<file path="src/rtl/cte_stream.sv">
// Streaming colour-transform engine: 4:2:2 YUV (U,Y0,V,Y1) <-> RGB with an output FIFO.
// Optional macro CTE_SAT_FLAG_EN adds a per-entry saturation flag and the `sat` port.
module cte_stream #(
  parameter int BW         = 8,
  parameter int FIFO_DEPTH = 4
) (
  input  logic            clk,
  input  logic            reset,
  input  logic            op_mode,
  input  logic            in_valid,
  output logic            in_ready,
  input  logic [BW-1:0]   yuv_in,
  input  logic [3*BW-1:0] rgb_in,
  output logic            out_valid,
  input  logic            out_ready,
  output logic [3*BW-1:0] rgb_out,
  output logic [BW-1:0]   yuv_out
`ifdef CTE_SAT_FLAG_EN
  ,
  output logic            sat
`endif
);

  localparam int SW = BW + 7;
  localparam int MW = BW + 10;
  localparam int DW = 3 * BW;
  localparam int AW = $clog2(FIFO_DEPTH);
  localparam int CW = AW + 1;

  localparam logic [CW-1:0] FULL_CNT = CW'(FIFO_DEPTH);

  localparam logic signed [SW-1:0] C2   = SW'(2);
  localparam logic signed [SW-1:0] C6   = SW'(6);
  localparam logic signed [SW-1:0] C8   = SW'(8);
  localparam logic signed [SW-1:0] C13  = SW'(13);
  localparam logic signed [SW-1:0] C16  = SW'(16);
  localparam logic signed [SW-1:0] RND3 = SW'(4);
  localparam logic signed [SW-1:0] MAX0 = SW'((1 << BW) - 1);

  localparam logic signed [MW-1:0] K77   = MW'(77);
  localparam logic signed [MW-1:0] K150  = MW'(150);
  localparam logic signed [MW-1:0] K29   = MW'(29);
  localparam logic signed [MW-1:0] KN43  = MW'(-43);
  localparam logic signed [MW-1:0] KN85  = MW'(-85);
  localparam logic signed [MW-1:0] K128  = MW'(128);
  localparam logic signed [MW-1:0] KN107 = MW'(-107);
  localparam logic signed [MW-1:0] KN21  = MW'(-21);
  localparam logic signed [MW-1:0] RND8  = MW'(128);
  localparam logic signed [MW-1:0] MAXY  = MW'((1 << BW) - 1);
  localparam logic signed [MW-1:0] MAXC  = MW'((1 << (BW - 1)) - 1);
  localparam logic signed [MW-1:0] MINC  = MW'(-(1 << (BW - 1)));

  typedef enum logic [2:0] {S_IDLE, S_Y0, S_V, S_Y1, S_P1, S_EMIT} state_t;

  function automatic logic signed [SW-1:0] zx0(input logic [BW-1:0] x);
    return $signed({7'b0, x});
  endfunction

  function automatic logic signed [SW-1:0] sx0(input logic [BW-1:0] x);
    return $signed({{7{x[BW-1]}}, x});
  endfunction

  function automatic logic signed [MW-1:0] zx1(input logic [BW-1:0] x);
    return $signed({10'b0, x});
  endfunction

  function automatic logic signed [SW-1:0] rnd3(input logic signed [SW-1:0] x);
    logic signed [SW-1:0] t;
    t = x + RND3;
    return t >>> 3;
  endfunction

  function automatic logic signed [MW-1:0] rnd8(input logic signed [MW-1:0] x);
    logic signed [MW-1:0] t;
    t = x + RND8;
    return t >>> 8;
  endfunction

  function automatic logic [BW-1:0] clamp0(input logic signed [SW-1:0] x);
    if (x[SW-1])      return '0;
    else if (x > MAX0) return '1;
    else               return x[BW-1:0];
  endfunction

  function automatic logic [BW-1:0] clamp_y(input logic signed [MW-1:0] x);
    if (x[MW-1])      return '0;
    else if (x > MAXY) return '1;
    else               return x[BW-1:0];
  endfunction

  function automatic logic [BW-1:0] clamp_c(input logic signed [MW-1:0] x);
    if (x < MINC)      return MINC[BW-1:0];
    else if (x > MAXC) return MAXC[BW-1:0];
    else               return x[BW-1:0];
  endfunction

`ifdef CTE_SAT_FLAG_EN
  function automatic logic clip0(input logic signed [SW-1:0] x);
    return x[SW-1] || (x > MAX0);
  endfunction

  function automatic logic clip_y(input logic signed [MW-1:0] x);
    return x[MW-1] || (x > MAXY);
  endfunction

  function automatic logic clip_c(input logic signed [MW-1:0] x);
    return (x < MINC) || (x > MAXC);
  endfunction
`endif

  function automatic logic [BW-1:0] avg(input logic [BW-1:0] a, input logic [BW-1:0] b);
    logic [BW:0] s;
    s = {1'b0, a} + {1'b0, b} + 1'b1;
    return s[BW:1];
  endfunction

  state_t          state_q, state_d;
  logic [BW-1:0]   u_q, u_d, y0_q, y0_d, v_q, v_d, y1_q, y1_d;
  logic [BW-1:0]   r0_q, r0_d, g0_q, g0_d, b0_q, b0_d;
  logic [1:0]      idx_q, idx_d;
  logic [DW-1:0]   mem_q [FIFO_DEPTH];
  logic [DW-1:0]   mem_d [FIFO_DEPTH];
  logic [AW-1:0]   wr_q, wr_d, rd_q, rd_d;
  logic [CW-1:0]   cnt_q, cnt_d;

  logic            full, accept, pop, push;
  logic [DW-1:0]   push_data;
  logic [BW-1:0]   r_in, g_in, b_in;
  logic [BW-1:0]   p_y, p_v, r_a, g_a, b_a, emit_c;
  logic signed [SW-1:0] r_x, g_x, b_x;
  logic signed [MW-1:0] yl_x, u_x, v_x;
  logic [DW-1:0]   pix;

  assign {r_in, g_in, b_in} = rgb_in;
  assign full      = (cnt_q == FULL_CNT);
  assign in_ready  = reset && !full && (state_q != S_EMIT);
  assign accept    = in_valid && in_ready;
  assign out_valid = (cnt_q != '0);
  assign pop       = out_valid && out_ready;
  assign rgb_out   = mem_q[rd_q];
  assign yuv_out   = mem_q[rd_q][BW-1:0];

  // Pixel0 uses the V arriving now with the held Y0; pixel1 uses the Y1 arriving now with the held V.
  always_comb begin
    p_y  = (state_q == S_V) ? y0_q : yuv_in;
    p_v  = (state_q == S_V) ? yuv_in : v_q;
    r_x  = rnd3(C8 * zx0(p_y) + C13 * sx0(p_v));
    g_x  = rnd3(C8 * zx0(p_y) - C2 * sx0(u_q) - C6 * sx0(p_v));
    b_x  = rnd3(C8 * zx0(p_y) + C16 * sx0(u_q));
    pix  = {clamp0(r_x), clamp0(g_x), clamp0(b_x)};
    r_a  = avg(r0_q, r_in);
    g_a  = avg(g0_q, g_in);
    b_a  = avg(b0_q, b_in);
    yl_x = rnd8(K77 * zx1(r_in) + K150 * zx1(g_in) + K29 * zx1(b_in));
    u_x  = rnd8(KN43 * zx1(r_a) + KN85 * zx1(g_a) + K128 * zx1(b_a));
    v_x  = rnd8(K128 * zx1(r_a) + KN107 * zx1(g_a) + KN21 * zx1(b_a));
    case (idx_q)
      2'd0:    emit_c = u_q;
      2'd1:    emit_c = y0_q;
      2'd2:    emit_c = v_q;
      default: emit_c = y1_q;
    endcase
  end

`ifdef CTE_SAT_FLAG_EN
  logic su_q, su_d, sy0_q, sy0_d, sv_q, sv_d, sy1_q, sy1_d;
  logic smem_q [FIFO_DEPTH];
  logic smem_d [FIFO_DEPTH];
  logic push_sat, emit_sat, pix_sat;

  assign sat     = smem_q[rd_q];
  assign pix_sat = clip0(r_x) || clip0(g_x) || clip0(b_x);

  always_comb begin
    case (idx_q)
      2'd0:    emit_sat = su_q;
      2'd1:    emit_sat = sy0_q;
      2'd2:    emit_sat = sv_q;
      default: emit_sat = sy1_q;
    endcase
  end
`endif

  always_comb begin
    state_d   = state_q;
    u_d       = u_q;
    y0_d      = y0_q;
    v_d       = v_q;
    y1_d      = y1_q;
    r0_d      = r0_q;
    g0_d      = g0_q;
    b0_d      = b0_q;
    idx_d     = idx_q;
    push      = 1'b0;
    push_data = '0;
`ifdef CTE_SAT_FLAG_EN
    su_d      = su_q;
    sy0_d     = sy0_q;
    sv_d      = sv_q;
    sy1_d     = sy1_q;
    push_sat  = 1'b0;
`endif
    case (state_q)
      S_IDLE: if (accept) begin
        if (!op_mode) begin
          u_d     = yuv_in;
          state_d = S_Y0;
        end else begin
          r0_d    = r_in;
          g0_d    = g_in;
          b0_d    = b_in;
          y0_d    = clamp_y(yl_x);
`ifdef CTE_SAT_FLAG_EN
          sy0_d   = clip_y(yl_x);
`endif
          state_d = S_P1;
        end
      end
      S_Y0: if (accept) begin
        y0_d    = yuv_in;
        state_d = S_V;
      end
      S_V: if (accept) begin
        v_d       = yuv_in;
        push      = 1'b1;
        push_data = pix;
`ifdef CTE_SAT_FLAG_EN
        push_sat  = pix_sat;
`endif
        state_d   = S_Y1;
      end
      S_Y1: if (accept) begin
        push      = 1'b1;
        push_data = pix;
`ifdef CTE_SAT_FLAG_EN
        push_sat  = pix_sat;
`endif
        state_d   = S_IDLE;
      end
      S_P1: if (accept) begin
        u_d     = clamp_c(u_x);
        v_d     = clamp_c(v_x);
        y1_d    = clamp_y(yl_x);
`ifdef CTE_SAT_FLAG_EN
        su_d    = clip_c(u_x);
        sv_d    = clip_c(v_x);
        sy1_d   = clip_y(yl_x);
`endif
        idx_d   = 2'd0;
        state_d = S_EMIT;
      end
      S_EMIT: if (!full) begin
        push      = 1'b1;
        push_data = {{(2*BW){1'b0}}, emit_c};
`ifdef CTE_SAT_FLAG_EN
        push_sat  = emit_sat;
`endif
        idx_d     = idx_q + 2'd1;
        if (idx_q == 2'd3) state_d = S_IDLE;
      end
      default: state_d = S_IDLE;
    endcase
  end

  always_comb begin
    mem_d = mem_q;
    wr_d  = wr_q;
    rd_d  = rd_q;
    cnt_d = cnt_q;
`ifdef CTE_SAT_FLAG_EN
    smem_d = smem_q;
`endif
    if (push) begin
      mem_d[wr_q] = push_data;
`ifdef CTE_SAT_FLAG_EN
      smem_d[wr_q] = push_sat;
`endif
      wr_d = wr_q + 1'b1;
    end
    if (pop) rd_d = rd_q + 1'b1;
    case ({push, pop})
      2'b10:   cnt_d = cnt_q + 1'b1;
      2'b01:   cnt_d = cnt_q - 1'b1;
      default: cnt_d = cnt_q;
    endcase
  end

  always_ff @(posedge clk) begin
    if (!reset) begin
      state_q <= S_IDLE;
      u_q     <= '0;
      y0_q    <= '0;
      v_q     <= '0;
      y1_q    <= '0;
      r0_q    <= '0;
      g0_q    <= '0;
      b0_q    <= '0;
      idx_q   <= '0;
      mem_q   <= '{default: '0};
      wr_q    <= '0;
      rd_q    <= '0;
      cnt_q   <= '0;
    end else begin
      state_q <= state_d;
      u_q     <= u_d;
      y0_q    <= y0_d;
      v_q     <= v_d;
      y1_q    <= y1_d;
      r0_q    <= r0_d;
      g0_q    <= g0_d;
      b0_q    <= b0_d;
      idx_q   <= idx_d;
      mem_q   <= mem_d;
      wr_q    <= wr_d;
      rd_q    <= rd_d;
      cnt_q   <= cnt_d;
    end
  end

`ifdef CTE_SAT_FLAG_EN
  always_ff @(posedge clk) begin
    if (!reset) begin
      su_q   <= 1'b0;
      sy0_q  <= 1'b0;
      sv_q   <= 1'b0;
      sy1_q  <= 1'b0;
      smem_q <= '{default: 1'b0};
    end else begin
      su_q   <= su_d;
      sy0_q  <= sy0_d;
      sv_q   <= sv_d;
      sy1_q  <= sy1_d;
      smem_q <= smem_d;
    end
  end
`endif

endmodule

</file>
<file path="config.mk">
export PLATFORM = sky130hd
export DESIGN_NAME = cte_stream
export DESIGN_NICKNAME = d
export VERILOG_FILES = /design/src/rtl/cte_stream.sv
export SDC_FILE = /design/constraint.sdc
export NUM_CORES = 1
export LEC_CHECK = 0
export CAP_MARGIN = 20
export CORE_ASPECT_RATIO = 2
export CORE_UTILIZATION = 58
export DETAILED_ROUTE_END_ITERATION = 8
export GPL_TIMING_DRIVEN = 0
export HOLD_SLACK_MARGIN = 0.08
export PLACE_DENSITY = 0.77
export SLEW_MARGIN = 15
export SYNTH_ARGS = -nofsm -noshare
export SYNTH_HDL_FRONTEND = slang
export SYNTH_SLANG_ARGS = --single-unit
</file>
<file path="constraint.sdc">
create_clock -name clk -period 8.3 [get_ports clk]
set_input_delay 1.245 -clock clk [delete_from_list [all_inputs] [get_ports clk]]
set_output_delay 1.245 -clock clk [all_outputs]
set_load 0.01 [all_outputs]
</file>
## Yosys cells after proc, flatten, opt, wreduce, memory -nomap -nowiden

Index checks and enable logic that the tools add are counted.

- Add/subtract/negate cells: 27
- $mul: 9
- Order comparisons: 11
- Equality and inequality tests: 21
- Mux-type cells: 50
- Bitwise gates (word level): 2
- Reduce and logical (&&, ||, !) cells: 22

Operators with widths:

| kind | count |
|---|---|
| 8-bit two-way mux | 22 |
| 96-bit bitwise mux | 1 |
| 24-bit two-way mux | 4 |
| 18-bit by 9-bit adder with 18-bit output, second input constant | 3 |
| 24-bit binary-select mux with 2-bit select | 1 |
| 24-bit demux with 2-bit select | 1 |
| 24-bit case mux with 2 select lines | 1 |
| 8-bit case mux with 2 select lines | 3 |
| 16-bit by 17-bit adder with 18-bit output | 2 |
| 8-bit by 9-bit multiplier with 17-bit output, first input constant | 2 |
| 14-bit by 4-bit adder with 15-bit output, second input constant | 2 |
| 7-bit by 8-bit multiplier with 15-bit output, first input constant | 2 |
| 8-bit by 8-bit adder with 9-bit output | 3 |
| 9-bit by 1-bit adder with 9-bit output, second input constant | 3 |
| 5-bit by 8-bit multiplier with 13-bit output, first input constant | 2 |
| 12-bit by 9-bit > comparator with 1-bit output, second input constant | 2 |
| 3-bit two-way mux | 8 |
| 8-bit case mux with 3 select lines | 1 |
| 10-bit by 8-bit > comparator with 1-bit output, second input constant | 2 |
| 10-bit by 8-bit less-than comparator with 1-bit output, second input constant | 2 |
| 17-bit by 13-bit adder with 18-bit output | 1 |
| 18-bit by 15-bit adder with 18-bit output | 1 |
| 18-bit by 16-bit adder with 18-bit output | 1 |
| 2-bit inequality test, second input constant | 9 |
| other kinds (40) | 63 |

- Flip-flop bits (word level): 164
- Input port bits: 37
- Output and inout bits: 34
- Word-level logic and storage cells: 158

## Depth between registers and ports, before layout

Gate-level depths: netlist (run 1).

- Word-level depth: 11
- Gate-level depth with buffers: 31
- Depth with buffers taken out: 31

## Least setup slack after synthesis (run 1)

No wires, ideal clock.

- Path kind: input -> register
- Start point: input rgb_in[9]
- End point: register u_q[0]
- Setup time: 0.086 ns
- Arrival: 8.414 ns
- Data required time: 8.214 ns
- Path slack: -0.201 ns
- Stages: 29
- Path buffers: 0
- Path through: ha_1 > o21a_1 > o21a_1 > o21ai_0 > a21oi_1 > o21ai_0 > nand2b_1 > a21oi_1 > inv_1 > a21o_1 > fa_1 > fa_1 > inv_1 > fa_1 > inv_1 > fa_1 > fa_1 > inv_1 > fa_1 > inv_1 > ha_1 > a2111oi_0 > a311oi_2 > a31o_4 > a21oi_4 > a21oi_2 > xnor2_1 > o211a_4 > a221oi_2

- Word-level cells in the longest chain between the ends: 11
- Elaborated cells on any way between the ends: 12
- Those cells by class: add/sub: 5; mul: 1; order compare: 2; mux: 4

Ends and longest elaborated chain:

| item | line | RTL |
|---|---|---|
| start: declaration | 13 | `input logic [3*BW-1:0] rgb_in,` |
| 8-bit by 8-bit adder with 9-bit output (*) | 113 | `s = {1'b0, a} + {1'b0, b} + 1'b1;` |
| 9-bit by 1-bit adder with 9-bit output (*) | 113 |  |
| 8-bit by 9-bit multiplier with 17-bit output (*) | 155 | `u_x = rnd8(KN43 * zx1(r_a) + KN85 * zx1(g_a) + K128 * zx1(b_a));` |
| 16-bit by 17-bit adder with 18-bit output (*) | 155 |  |
| 18-bit by 16-bit adder with 18-bit output (*) | 155 |  |
| 18-bit by 9-bit adder with 18-bit output (*) | 75 | `t = x + RND8;` |
| 10-bit by 8-bit > comparator with 1-bit output | 93 | `else if (x > MAXC) return MAXC[BW-1:0];` |
| 8-bit two-way mux | 93 |  |
| 8-bit two-way mux (*) | 92 | `if (x < MINC) return MINC[BW-1:0];` |
| 8-bit two-way mux (*) | 240 | `S_P1: if (accept) begin` |
| 8-bit case mux with 2 select lines (*) | 203 | `case (state_q)` |
| end signal: assignment | 305 | `u_q <= u_d;` |
| end: declaration | 118 | `logic [BW-1:0] u_q, u_d, y0_q, y0_d, v_q, v_d, y1_q, y1_d;` |

Every way passes the cells marked *; elsewhere a longest branch is shown, timed or not. The select of a mux whose other input is x is not followed.
A chain may end at the register's enable or synchronous reset.

## Final worst setup path (run 1)

- Start point: input rgb_in[9]
- End point: register v_q[1]

- Word-level cells in the longest chain between the ends: 11
- Elaborated cells on any way between the ends: 12
- Those cells by class: add/sub: 5; mul: 1; order compare: 2; mux: 4

Ends and longest elaborated chain:

| item | line | RTL |
|---|---|---|
| 8-bit by 8-bit adder with 9-bit output (*) | 113 |  |
| 9-bit by 1-bit adder with 9-bit output (*) | 113 |  |
| 8-bit by 9-bit multiplier with 17-bit output (*) | 156 | `v_x = rnd8(K128 * zx1(r_a) + KN107 * zx1(g_a) + KN21 * zx1(b_a));` |
| 16-bit by 17-bit adder with 18-bit output (*) | 156 |  |
| 18-bit by 15-bit adder with 18-bit output (*) | 156 |  |
| 18-bit by 9-bit adder with 18-bit output (*) | 75 |  |
| 10-bit by 8-bit > comparator with 1-bit output | 93 |  |
| 8-bit two-way mux | 93 |  |
| 8-bit two-way mux (*) | 92 |  |
| 8-bit two-way mux (*) | 240 |  |
| 8-bit case mux with 2 select lines (*) | 203 |  |
| end signal: assignment | 307 | `v_q <= v_d;` |
| end: declaration | 118 |  |

Marked as above.

==> results of run 1 <==
-- synth_stat cells (all sizes together) (24+ instances only) --
library cell,count,area (µm²)
a31oi,25,156
nand3,64,320
dfxtp,164,3280
inv,400,1500
a21o,35,263
mux4,24,541
xor2,26,228
clkbuf,60,225
nand2,132,495
xnor2,53,464
a21oi,143,731
nor2,86,323
ha,320,4000
o21ai,109,546
fa,181,3620
-- state kept, by name, summed over array words and instances (netlist names), 3 cells and up --
signal,cells
state_q,3
v_q,8
g0_q,8
y1_q,8
y0_q,8
cnt_q,3
u_q,8
r0_q,8
mem_q,96
b0_q,8
-- path summary, 6_finish.rpt --
kind / slack (ns) / from / cells after the start / end
setup reg to reg: 0.81 / g0_q[1]$_SDFFE_PN0P_ / 28 / v_q[1]$_SDFFE_PN0P_
hold / removal: 0.46 / r0_q[7]$_SDFFE_PN0P_ / 2 / r0_q[7]$_SDFFE_PN0P_
hold reg to reg: 0.46 / r0_q[7]$_SDFFE_PN0P_ / 2 / r0_q[7]$_SDFFE_PN0P_
setup / recovery: 0.18 / rgb_in[9] / 29 / v_q[1]$_SDFFE_PN0P_
-- critical path: cells and delay by family --
| family | cells | cell delay, ns |
|---|---|---|
| buffers and inverters | 8 | 0.86 |
| xor gates and xnor gates | 1 | 0.28 |
| adders and majority gates | 8 | 3.44 |
| and+or+nand+nor | 3 | 0.99 |
| AOI/OAI and AO/OA | 9 | 1.65 |
-- layer usage --
| metal | part of all wire [%] | wire length, µm | vias up | track usage, % |
|---|---|---|---|---|
| li1 | - | - | 7249 | - |
| met1 | 35 | 17900 | 7676 | 33.1 |
| met2 | 54 | 27700 | 532 | 59.7 |
| met3 | 4.4 | 2250 | 180 | 4.47 |
| met4 | 6.4 | 3290 | 0 | 20.2 |
| met5 | 0 | 0 | - | 0 |
-- timing repair --
item	4_1_cts	5_1_grt
endpoints found under the setup margin	32	31
gates resized for setup	60	54
buffers inserted	9	8
pin swaps	7	19
-- stage by stage --
stage               std cells  area, µm²  util (%)  TNS (ns)
CTS                      2634      21000      65.3         0
global route             2642      21200      66.0   -0.0674
global placement         2593      20100      62.7    -33.81
floorplan                2096      18900         -         0
finish                   2642      21200      66.0         0
detailed placement       2593      20100      62.7    -38.21
-- final cells by class --
type | instances | area share (%)
clock buffer | 17 | 2.01
sequential | 164 | 15.5
clock inverter | 15 | 0.939
inverter | 400 | 7.10
tap | 427 | 2.52
timing repair buffer | 87 | 3.72
multi-input combinational | 1455 | 66.7
buffer | 77 | 1.52
-- cell families (layout without fill, tap and decap cells) --
logic type,count (synthesis),in the layout,share of synthesized area (%)
fa+ha+maj,501,501,40.4
simple gates,389,389,9.63
compound gates,446,446,15.6
xor+xnor,79,79,3.66
buf+inv,477,596,9.65
mux,40,40,3.76
flops,164,164,17.4
==> implementation parameters, run 1 <==
Parameter                              Value

Die
  Starting Density ... 58.8%
  Vertical extent of the die ... 257 µm
  Count of pins on the block boundary ... 71
  Die Width ... 130 µm
  Full die area ... 0.0333 mm²
  Core area ... 0.0321 mm²
  Total number of placement rows ... 93

GRT
  Largest net degree at the start of global routing ... 21
  Via count of the first global-routing pass ... 16800
  Antenna violations before repair ... 0
  Overall track demand over capacity in global routing ... 32.2%
  Grt ovf ... 0
  First-pass GRT wire length ... 82200 µm

CTS
  CTS tree ... done
  Number of buffers inserted for hold repair after clock tree synthesis ... 0
  Number of buffers on the longest clock path ... 2
  Sink count of the clock tree ... 164
  Maximum level of the CTS H-tree ... 4
  Post-CTS clock slew at the launch and capture registers of the worst setup and hold paths ... 0.07 ns
  CTS Buf Count ... 17
  Insertion delay of the later-clocked pin in the worst-skew pair ... 0.46 ns
  Clock tree root driver cell ... clkbuf_16

Layout
  Area added between synthesis and finish ... 12.2%
  Highest-count cells in the layout ignoring fill and taps ... inv_1 (399), ha_1 (316), fa_1 (181)
  Most common cell after layout, fill and taps aside ... inv_1
  Total inserted antenna cells ... 0
  Count of nets after finishing ... 2740
  Share of cells above drive strength 1 ... 7.63%
  Register Area ... 0.00328 mm²
  Filler cell count in the final layout ... 2605
  Area of the multi-input gates ... 0.0141 mm²

STA
  Top achievable clock speed ... 123 MHz
  Fin crit period ... 8.12 ns
  Final cycle utilization of the critical path ... 97.8%
  Slew at the pin with the worst max-slew slack ... 1.14 ns
  Clock skew after layout ... 0.0170 ns
  Slew HR ... 23.2%
  Hold Fails Final Rpt ... 0
  Worst Setup Slack, final ... 0.181 ns
  Worst hold slack across all endpoints ... 0.463 ns
  Number of failing setup endpoints in the final timing report ... 0
  Fin. max-slew vios ... 0

Drt
  Routed wire length ... 51100 µm
  Drt first pass iters ... 9
  Vias per cell ... 5.92
  Via count of the routed design ... 15600
  Drc violations ... 0
  Remaining antenna violation count ... 0
  DR WL/cell ... 19.3 µm
  Violation count after the first detailed-routing iteration ... 881

Critical path
  Crit Path Category ... in2reg
  CP endpoint kind ... flop
  Critical-path top delay cell ... fa_1
  Worst path arrival time ... 8.48 ns
  Endpoint required time on the critical path ... 8.66 ns
  Slowest stage delay, CP ... 0.56 ns
  Type of element launching the critical path ... input port
  Maximum net fanout on the critical path ... 6

Job
  # Max-Cap Violations ... 0

Place
  Placer congestion estimate ... 0.978
  Dpl ws ... -1.62 ns
  HPWL after detailed placement ... 41700 µm
  Number of input and output port buffers inserted ... 70

Hold path
  Path class of the lowest-slack min-delay path ... reg2reg

Yosys
  Async S/R FF share, synth ... 0%
  Number of synthesized flops with an enable pin ... 0
  Portion of the post-synthesis area used by sequential elements ... 17.4%
  Register bit total from synthesis ... 164
  Flip-flop cell with the highest count after synthesis ... dfxtp_1
  Number of synthesis warnings ... 0
  Post-synth cell types ... 76
  Cell count after synthesis ... 2096
  Mean post-synth cell area ... 9.01 µm²
  Synthesized Nets ... 2634
  Post-Syn Area ... 0.0189 mm²

Run status
  Status ... finished, final reports clean
Power of run 1 is left out: the tool's default activity adds up to more than one toggle a clock period on the data nets, which glitch-free logic cannot reach.
==> run 2: changes to the inputs <==
--- a/config.mk
+++ b/config.mk
@@ -9,7 +9,6 @@
 export CORE_ASPECT_RATIO = 2
 export CORE_UTILIZATION = 58
 export DETAILED_ROUTE_END_ITERATION = 8
-export GPL_TIMING_DRIVEN = 0
 export HOLD_SLACK_MARGIN = 0.08
 export PLACE_DENSITY = 0.77
 export SLEW_MARGIN = 15
==> implementation parameters, run 2 (synthesis gave the netlist of run 1 again) <==
Parameter                              Value

Drt
  Met1 layer wirelength in the final routing ... 17600 µm (was 17900 µm)
  Routed wire length ... 50800 µm (was 51100 µm)
  Uppermost routed layer ... met4 (unchanged)
  Drt first pass iters ... 6 (was 9)
  Violation count after the first detailed-routing iteration ... 1005 (was 881)
  Via count of the routed design ... 15700 (was 15600)
  Detailed route wirelength on metal2 ... 27600 µm (was 27700 µm)
  Length of routed met3 wiring ... 2030 µm (was 2250 µm)
  Remaining antenna violation count ... 0 (unchanged)
  Vias per cell ... 5.80 (was 5.92)
  Drc violations ... 0 (unchanged)
  DR WL/cell ... 18.8 µm (was 19.3 µm)

Layout
  Highest-count cells in the layout ignoring fill and taps ... inv_1 (398), ha_1 (314), fa_1 (178) (was inv_1 (399), ha_1 (316), fa_1 (181))
  Total inserted antenna cells ... 0 (unchanged)
  Area added between synthesis and finish ... 15.6% (was 12.2%)
  Most common cell after layout, fill and taps aside ... inv_1 (unchanged)
  Largest Register ... mem_q (unchanged)
  Layout Utilization ... 68.0% (was 66.0%)
  Share of cells above drive strength 1 ... 12.7% (was 7.63%)
  Max FFs per register ... 96 (unchanged)
  Count of nets after finishing ... 2795 (was 2740)
  Filler-free cell count of the finished design ... 2697 (was 2642)

CTS
  CTS tree ... done (unchanged)
  Number of buffers inserted for hold repair after clock tree synthesis ... 0 (unchanged)
  Clock tree root driver cell ... clkbuf_16 (unchanged)
  Insertion delay of the later-clocked pin in the worst-skew pair ... 0.45 ns (was 0.46 ns)
  CTS Buf Count ... 17 (unchanged)
  Post-CTS clock slew at the launch and capture registers of the worst setup and hold paths ... 0.07 ns (about the same)
  Maximum level of the CTS H-tree ... 4 (unchanged)
  Number of buffers on the longest clock path ... 2 (unchanged)
  Sink count of the clock tree ... 164 (unchanged)

Critical path
  Endpoint required time on the critical path ... 8.64 ns (was 8.66 ns)
  Slack of the worst reg-to-reg path ... 1.01 ns (was 0.81 ns)
  Maximum net fanout on the critical path ... 7 (was 6)
  Crit Path Category ... in2reg (unchanged)
  Critical path origin ... rgb_in[11] (was rgb_in[9])
  FF-to-FF Start ... b0_q[1]$_SDFFE_PN0P_ (was g0_q[1]$_SDFFE_PN0P_)
  Buffers plus inverters on the worst setup path ... 5 (was 8)
  Cell repeated most along the worst path ... ha_1
  Type of element launching the critical path ... input port (unchanged)
  CP endpoint kind ... flop (unchanged)
  Worst path arrival time ... 8.37 ns (was 8.48 ns)
  Critical-path top delay cell ... or4_4 (was fa_1)
  Top delay family on crit path ... adder cells (unchanged)
  Slowest stage delay, CP ... 0.61 ns (was 0.56 ns)

Place
  Number of input and output port buffers inserted ... 70 (unchanged)
  Placer congestion estimate ... 0.940 (was 0.978)
  HPWL after detailed placement ... 41500 µm (was 41700 µm)
  Post-placement cell count ... 2657 (was 2593)

Run status
  Status ... finished, final reports clean (unchanged)

STA
  Hold Fails Final Rpt ... 0 (unchanged)
  Final cycle utilization of the critical path ... 96.7% (was 97.8%)
  Fin crit period ... 8.03 ns (was 8.12 ns)
  Number of failing setup endpoints in the final timing report ... 0 (unchanged)
  Top achievable clock speed ... 125 MHz (was 123 MHz)
  Slew at the pin with the worst max-slew slack ... 0.964 ns (was 1.14 ns)
  Clock skew after layout ... 0.0111 ns (was 0.0170 ns)
  Fin. max-slew vios ... 0 (unchanged)
  Slew HR ... 35.5% (was 23.2%)

Die
  Count of pins on the block boundary ... 71 (unchanged)
  Full die area ... 0.0333 mm² (unchanged)
  Core area ... 0.0321 mm² (unchanged)
  Die Width ... 130 µm (unchanged)
  Vertical extent of the die ... 257 µm (unchanged)
  Total number of placement rows ... 93 (unchanged)
  Starting Density ... 58.8% (unchanged)

Hold path
  Beginning of the worst hold path ... r0_q[4]$_SDFFE_PN0P_ (was r0_q[7]$_SDFFE_PN0P_)
  Path class of the lowest-slack min-delay path ... reg2reg (unchanged)

GRT
  Overall track demand over capacity in global routing ... 31.9% (was 32.2%)
  Grt ovf ... 0 (unchanged)
  Via count of the first global-routing pass ... 16500 (was 16800)
  Antenna violations before repair ... 0 (unchanged)
  First-pass GRT wire length ... 81500 µm (was 82200 µm)
  Largest net degree at the start of global routing ... 98 (was 21)

Job
  # Max-Cap Violations ... 0 (unchanged)
[run 2: metrics by stage]
| step | hold WS [ns] | setup WS [ns] | instance area [µm²] | setup TNS, ns |
|---|---|---|---|---|
| CTS | 0.461 | 0.00615 | 21500 | 0 |
| floorplan | 0.437 | 0.0124 | 18900 | 0 |
| finish | 0.460 | 0.274 | 21800 | 0 |
| detailed placement | 0.452 | -0.753 | 20900 | -15.06 |
| global route | 0.470 | -0.00824 | 21800 | -0.0198 |
| global placement | 0.444 | -0.585 | 20900 | -11.94 |
[run 2: layout make-up]
type,instances,area [µm²]
clock buffer,17,425
clock inverter,15,188
fill,2571,10300
inverter,400,1500
multi-input combinational,1455,14100
sequential,164,3280
tap,427,534
timing repair buffer,219,1840
[run 2: final timing paths]
| check | to | cells after the start |
|---|---|---|
| min reg2reg | r0_q[4]$_SDFFE_PN0P_ | 2 |
| max | y1_q[5]$_SDFFE_PN0P_ | 28 |
| min | r0_q[4]$_SDFFE_PN0P_ | 2 |
| max reg2reg | v_q[3]$_SDFFE_PN0P_ | 31 |
[run 2: repair_timing]
action,CTS,global route
pin swaps,5,39
gates resized for setup,5,65
endpoints found under the setup margin,15,32
buffers inserted,3,3
[run 2: metal layers]
metal	global-route usage, %	vias up
met5	0	-
met3	3.12	186
met4	20.9	0
met2	59.8	466
met1	32.7	7643
li1	-	7360
[run 2: worst reg2reg max path: cells and delay by family (launching register included)]
kind,cells,cell delay (ns)
xor+xnor,1,0.17
fa+ha+maj,8,3.33
simple gates,7,1.36
flops,1,0.33
compound gates,9,1.60
buf+inv,6,0.39
Power of run 2 is left out for the same reason.
==> run 3: changes to the inputs <==
--- a/config.mk
+++ b/config.mk
@@ -5,6 +5,7 @@
 export SDC_FILE = /design/constraint.sdc
 export NUM_CORES = 1
 export LEC_CHECK = 0
+export ABC_AREA = 1
 export CAP_MARGIN = 20
 export CORE_ASPECT_RATIO = 2
 export CORE_UTILIZATION = 58
==> implementation parameters, run 3 <==
Parameter                              Value

Run status
  Status ... finished, final reports clean (unchanged)

GRT
  Overall track demand over capacity in global routing ... 32.8% (was 31.9%)
  Antenna violations before repair ... 0 (unchanged)
  Via count of the first global-routing pass ... 17800 (was 16500)
  Grt ovf ... 0 (unchanged)
  First-pass GRT wire length ... 88200 µm (was 81500 µm)
  Largest net degree at the start of global routing ... 99 (was 98)

Yosys
  Number of synthesis warnings ... 0 (unchanged)
  Portion of the post-synthesis area used by sequential elements ... 16.6% (was 17.4%)
  Area share of and/or/nand/nor cells after synthesis ... 14.3% (was 9.63%)
  Synthesized Nets ... 3112 (was 2634)
  Area share of fa/ha/maj cells after synthesis ... 38.6% (was 40.4%)
  Top post-synthesis cells by area ... ha_1 (20%), fa_1 (18%), dfxtp_1 (17%), inv_1 (10%), nand2_1 (5.8%) (was ha_1 (21%), fa_1 (19%), dfxtp_1 (17%), inv_1 (7.9%), a21oi_1 (3.7%))
  Fraction of synthesized cell area taken by the top area cell type ... 20.3% (was 21.2%)
  Combinational family with the most area after synthesis ... adder cells (unchanged)
  Flip-flop cell with the highest count after synthesis ... dfxtp_1 (unchanged)
  Mux cell area share after synthesis ... 0% (was 3.75%)
  Cell type with the highest aggregate area in the netlist ... ha_1 (unchanged)
  Post-synth cell types ... 50 (was 76)
  Number of synthesized flops with an enable pin ... 0 (unchanged)
  Area share of xor/xnor cells in the synthesized design ... 2.97% (was 3.66%)
  Synth cell count leaders ... inv_1 (539), ha_1 (320), nand2_1 (304), nor2_1 (232), a21oi_1 (224) (was inv_1 (400), ha_1 (320), fa_1 (181), dfxtp_1 (164), a21oi_1 (141))
  Most used standard cell by instance count after synthesis ... inv_1 (unchanged)
  Cell count after synthesis ... 2574 (was 2096)
  Async S/R FF share, synth ... 0% (unchanged)
  Mean post-synth cell area ... 7.68 µm² (was 9.01 µm²)
  Post-Syn Area ... 0.0198 mm² (was 0.0189 mm²)
  Share of the synthesized area in compound gates (AO/OA/AOI/OAI) ... 15.1% (was 15.6%)
  Register bit total from synthesis ... 164 (unchanged)

STA
  Setup TNS ... 0 ns (unchanged)
  Hold Fails Final Rpt ... 0 (unchanged)
  Number of failing setup endpoints in the final timing report ... 0 (unchanged)
  Fin. max-slew vios ... 0 (unchanged)
  Clock skew after layout ... 0.0141 ns (was 0.0111 ns)
  Top achievable clock speed ... 126 MHz (was 125 MHz)
  Slew at the pin with the worst max-slew slack ... 0.945 ns (was 0.964 ns)
  Final cycle utilization of the critical path ... 95.7% (was 96.7%)
  Slew HR ... 36.9% (was 35.5%)
  Fin crit period ... 7.94 ns (was 8.03 ns)

Critical path
  Type of element launching the critical path ... input port (unchanged)
  CP endpoint kind ... flop (unchanged)
  Depth of the worst register-to-register path ... 39 (was 31)
  Worst reg2reg path endpoint ... u_q[0]$_SDFFE_PN0P_ (was v_q[3]$_SDFFE_PN0P_)
  Critical path origin ... rgb_in[12] (was rgb_in[11])
  Maximum net fanout on the critical path ... 16 (was 7)
  Critical-path top delay cell ... clkdlybuf4s50_1 (was or4_4)
  Endpoint required time on the critical path ... 8.68 ns (was 8.64 ns)
  FF-to-FF Start ... g0_q[1]$_SDFFE_PN0P_ (was b0_q[1]$_SDFFE_PN0P_)
  Slack of the worst reg-to-reg path ... 1.44 ns (was 1.01 ns)
  Slowest stage delay, CP ... 0.67 ns (was 0.61 ns)
  Crit Path Category ... in2reg (unchanged)
  Worst path arrival time ... 8.31 ns (was 8.37 ns)

Drt
  Routed wire length ... 55300 µm (was 50800 µm)
  Drc violations ... 0 (unchanged)
  DR WL/cell ... 17.8 µm (was 18.8 µm)
  Vias per cell ... 5.51 (was 5.80)
  Drt first pass iters ... 6 (unchanged)
  Violation count after the first detailed-routing iteration ... 604 (was 1005)
  Via count of the routed design ... 17100 (was 15700)
  Remaining antenna violation count ... 0 (unchanged)

Job
  # Max-Cap Violations ... 0 (unchanged)

CTS
  Insertion delay of the later-clocked pin in the worst-skew pair ... 0.45 ns (about the same)
  Number of buffers inserted for hold repair after clock tree synthesis ... 0 (unchanged)
  Maximum level of the CTS H-tree ... 4 (unchanged)
  Number of buffers on the longest clock path ... 2 (unchanged)
  Sink count of the clock tree ... 164 (unchanged)
  Clock tree root driver cell ... clkbuf_16 (unchanged)
  CTS tree ... done (unchanged)
  CTS Buf Count ... 17 (unchanged)
  Post-CTS clock slew at the launch and capture registers of the worst setup and hold paths ... 0.07 ns (about the same)

Place
  Placer congestion estimate ... 1.01 (was 0.940)
  Number of input and output port buffers inserted ... 70 (unchanged)
  HPWL after detailed placement ... 45900 µm (was 41500 µm)

Die
  Core area ... 0.0335 mm² (was 0.0321 mm²)
  Vertical extent of the die ... 263 µm (was 257 µm)
  Count of pins on the block boundary ... 71 (unchanged)
  Total number of placement rows ... 95 (was 93)
  Starting Density ... 59.0% (was 58.8%)
  Full die area ... 0.0349 mm² (was 0.0333 mm²)
  Die Width ... 133 µm (was 130 µm)

Hold path
  Worst hold path stage count ... 2 (unchanged)
  Worst Hold Endpoint ... b0_q[0]$_SDFFE_PN0P_ (was r0_q[4]$_SDFFE_PN0P_)
  Path class of the lowest-slack min-delay path ... reg2reg (unchanged)
  Beginning of the worst hold path ... b0_q[0]$_SDFFE_PN0P_ (was r0_q[4]$_SDFFE_PN0P_)

Layout
  Highest-count cells in the layout ignoring fill and taps ... inv_1 (539), ha_1 (318), nand2_1 (302) (was inv_1 (398), ha_1 (314), fa_1 (178))
  Max FFs per register ... 96 (unchanged)
  Count of nets after finishing ... 3189 (was 2795)
  Area added between synthesis and finish ... 9.97% (was 15.6%)
  Total inserted antenna cells ... 0 (unchanged)
  Largest Register ... mem_q (unchanged)
  Most common cell after layout, fill and taps aside ... inv_1 (unchanged)
  Share of cells above drive strength 1 ... 5.52% (was 12.7%)
==> run 3: changes by cell type in the layout (fill, tap and decap cells not counted), moves of 33 or more <==
cell / before / now
a21o_1: 35 / 2
buf_4: 147 / 59
inv_1: 398 / 539
nor2_1: 83 / 232
o21ai_0: 92 / 198
nand2_1: 132 / 302
o21ai_1: 6 / 53
a21oi_1: 136 / 221
==> run 3: critical path: cells and delay by family <==
| kind | cells | cell delay, ns |
|---|---|---|
| simple gates | 7 | 0.90 |
| fa+ha+maj | 11 | 4.29 |
| buf+inv | 7 | 1.06 |
| compound gates | 4 | 0.67 |
| xor+xnor | 1 | 0.15 |
==> run 3: worst max path at each step <==
stage	cells after the start	end	slack, ns
CTS	30	y0_q[3]$_SDFFE_PN0P_	0.36
global route	40	v_q[3]$_SDFFE_PN0P_	-0.03
finish	30	y0_q[3]$_SDFFE_PN0P_	0.36
floorplan	37	u_q[1]$_SDFFE_PN0P_	0.45
detailed placement	30	y0_q[3]$_SDFFE_PN0P_	-0.08
global placement	30	y0_q[3]$_SDFFE_PN0P_	-0.06
==> run 3: final cells by class <==
class | count | area [µm²]
Clock buffer | 17 | 425
Sequential cell | 164 | 3280
Inverter | 551 | 2080
Timing Repair Buffer | 129 | 1140
Clock inverter | 15 | 201
Multi-Input combinational cell | 1788 | 14100
Fill cell | 2922 | 11800
Tap cell | 436 | 546
==> run 3: through the flow <==
step                utilization (%)  hold WS, ns  setup slack, ns  instance area (µm²)  instances
floorplan                         -        0.444            0.447                19800       2574
global placement               62.9        0.456          -0.0577                21100       3066
detailed placement             62.9        0.473          -0.0769                21100       3066
CTS                            64.7        0.490            0.361                21700       3098
global route                   64.9        0.499          -0.0340                21700       3100
finish                         64.9        0.487            0.360                21700       3100
==> run 3: timing repair <==
| action | 4_1_cts | 5_1_grt |
|---|---|---|
| setup endpoints to repair | 0 | 14 |
| setup buffers | 0 | 1 |
| resized for setup | 0 | 7 |
==> run 3: cell families after synthesis <==
kind of cell | count (synthesis)
and+or+nand+nor | 662
buffers and inverters | 622
AOI/OAI and AO/OA | 558
adders and majority gates | 501
DFF | 164
xor gates and xnor gates | 67
==> run 3: layer usage <==
layer | routed length (µm) | track usage [%]
met5 | 0 | 0
met4 | 5740 | 29.9
met3 | 1820 | 4.18
met2 | 30000 | 63.3
met1 | 17800 | 28.6
Power of run 3 is left out for the same reason.
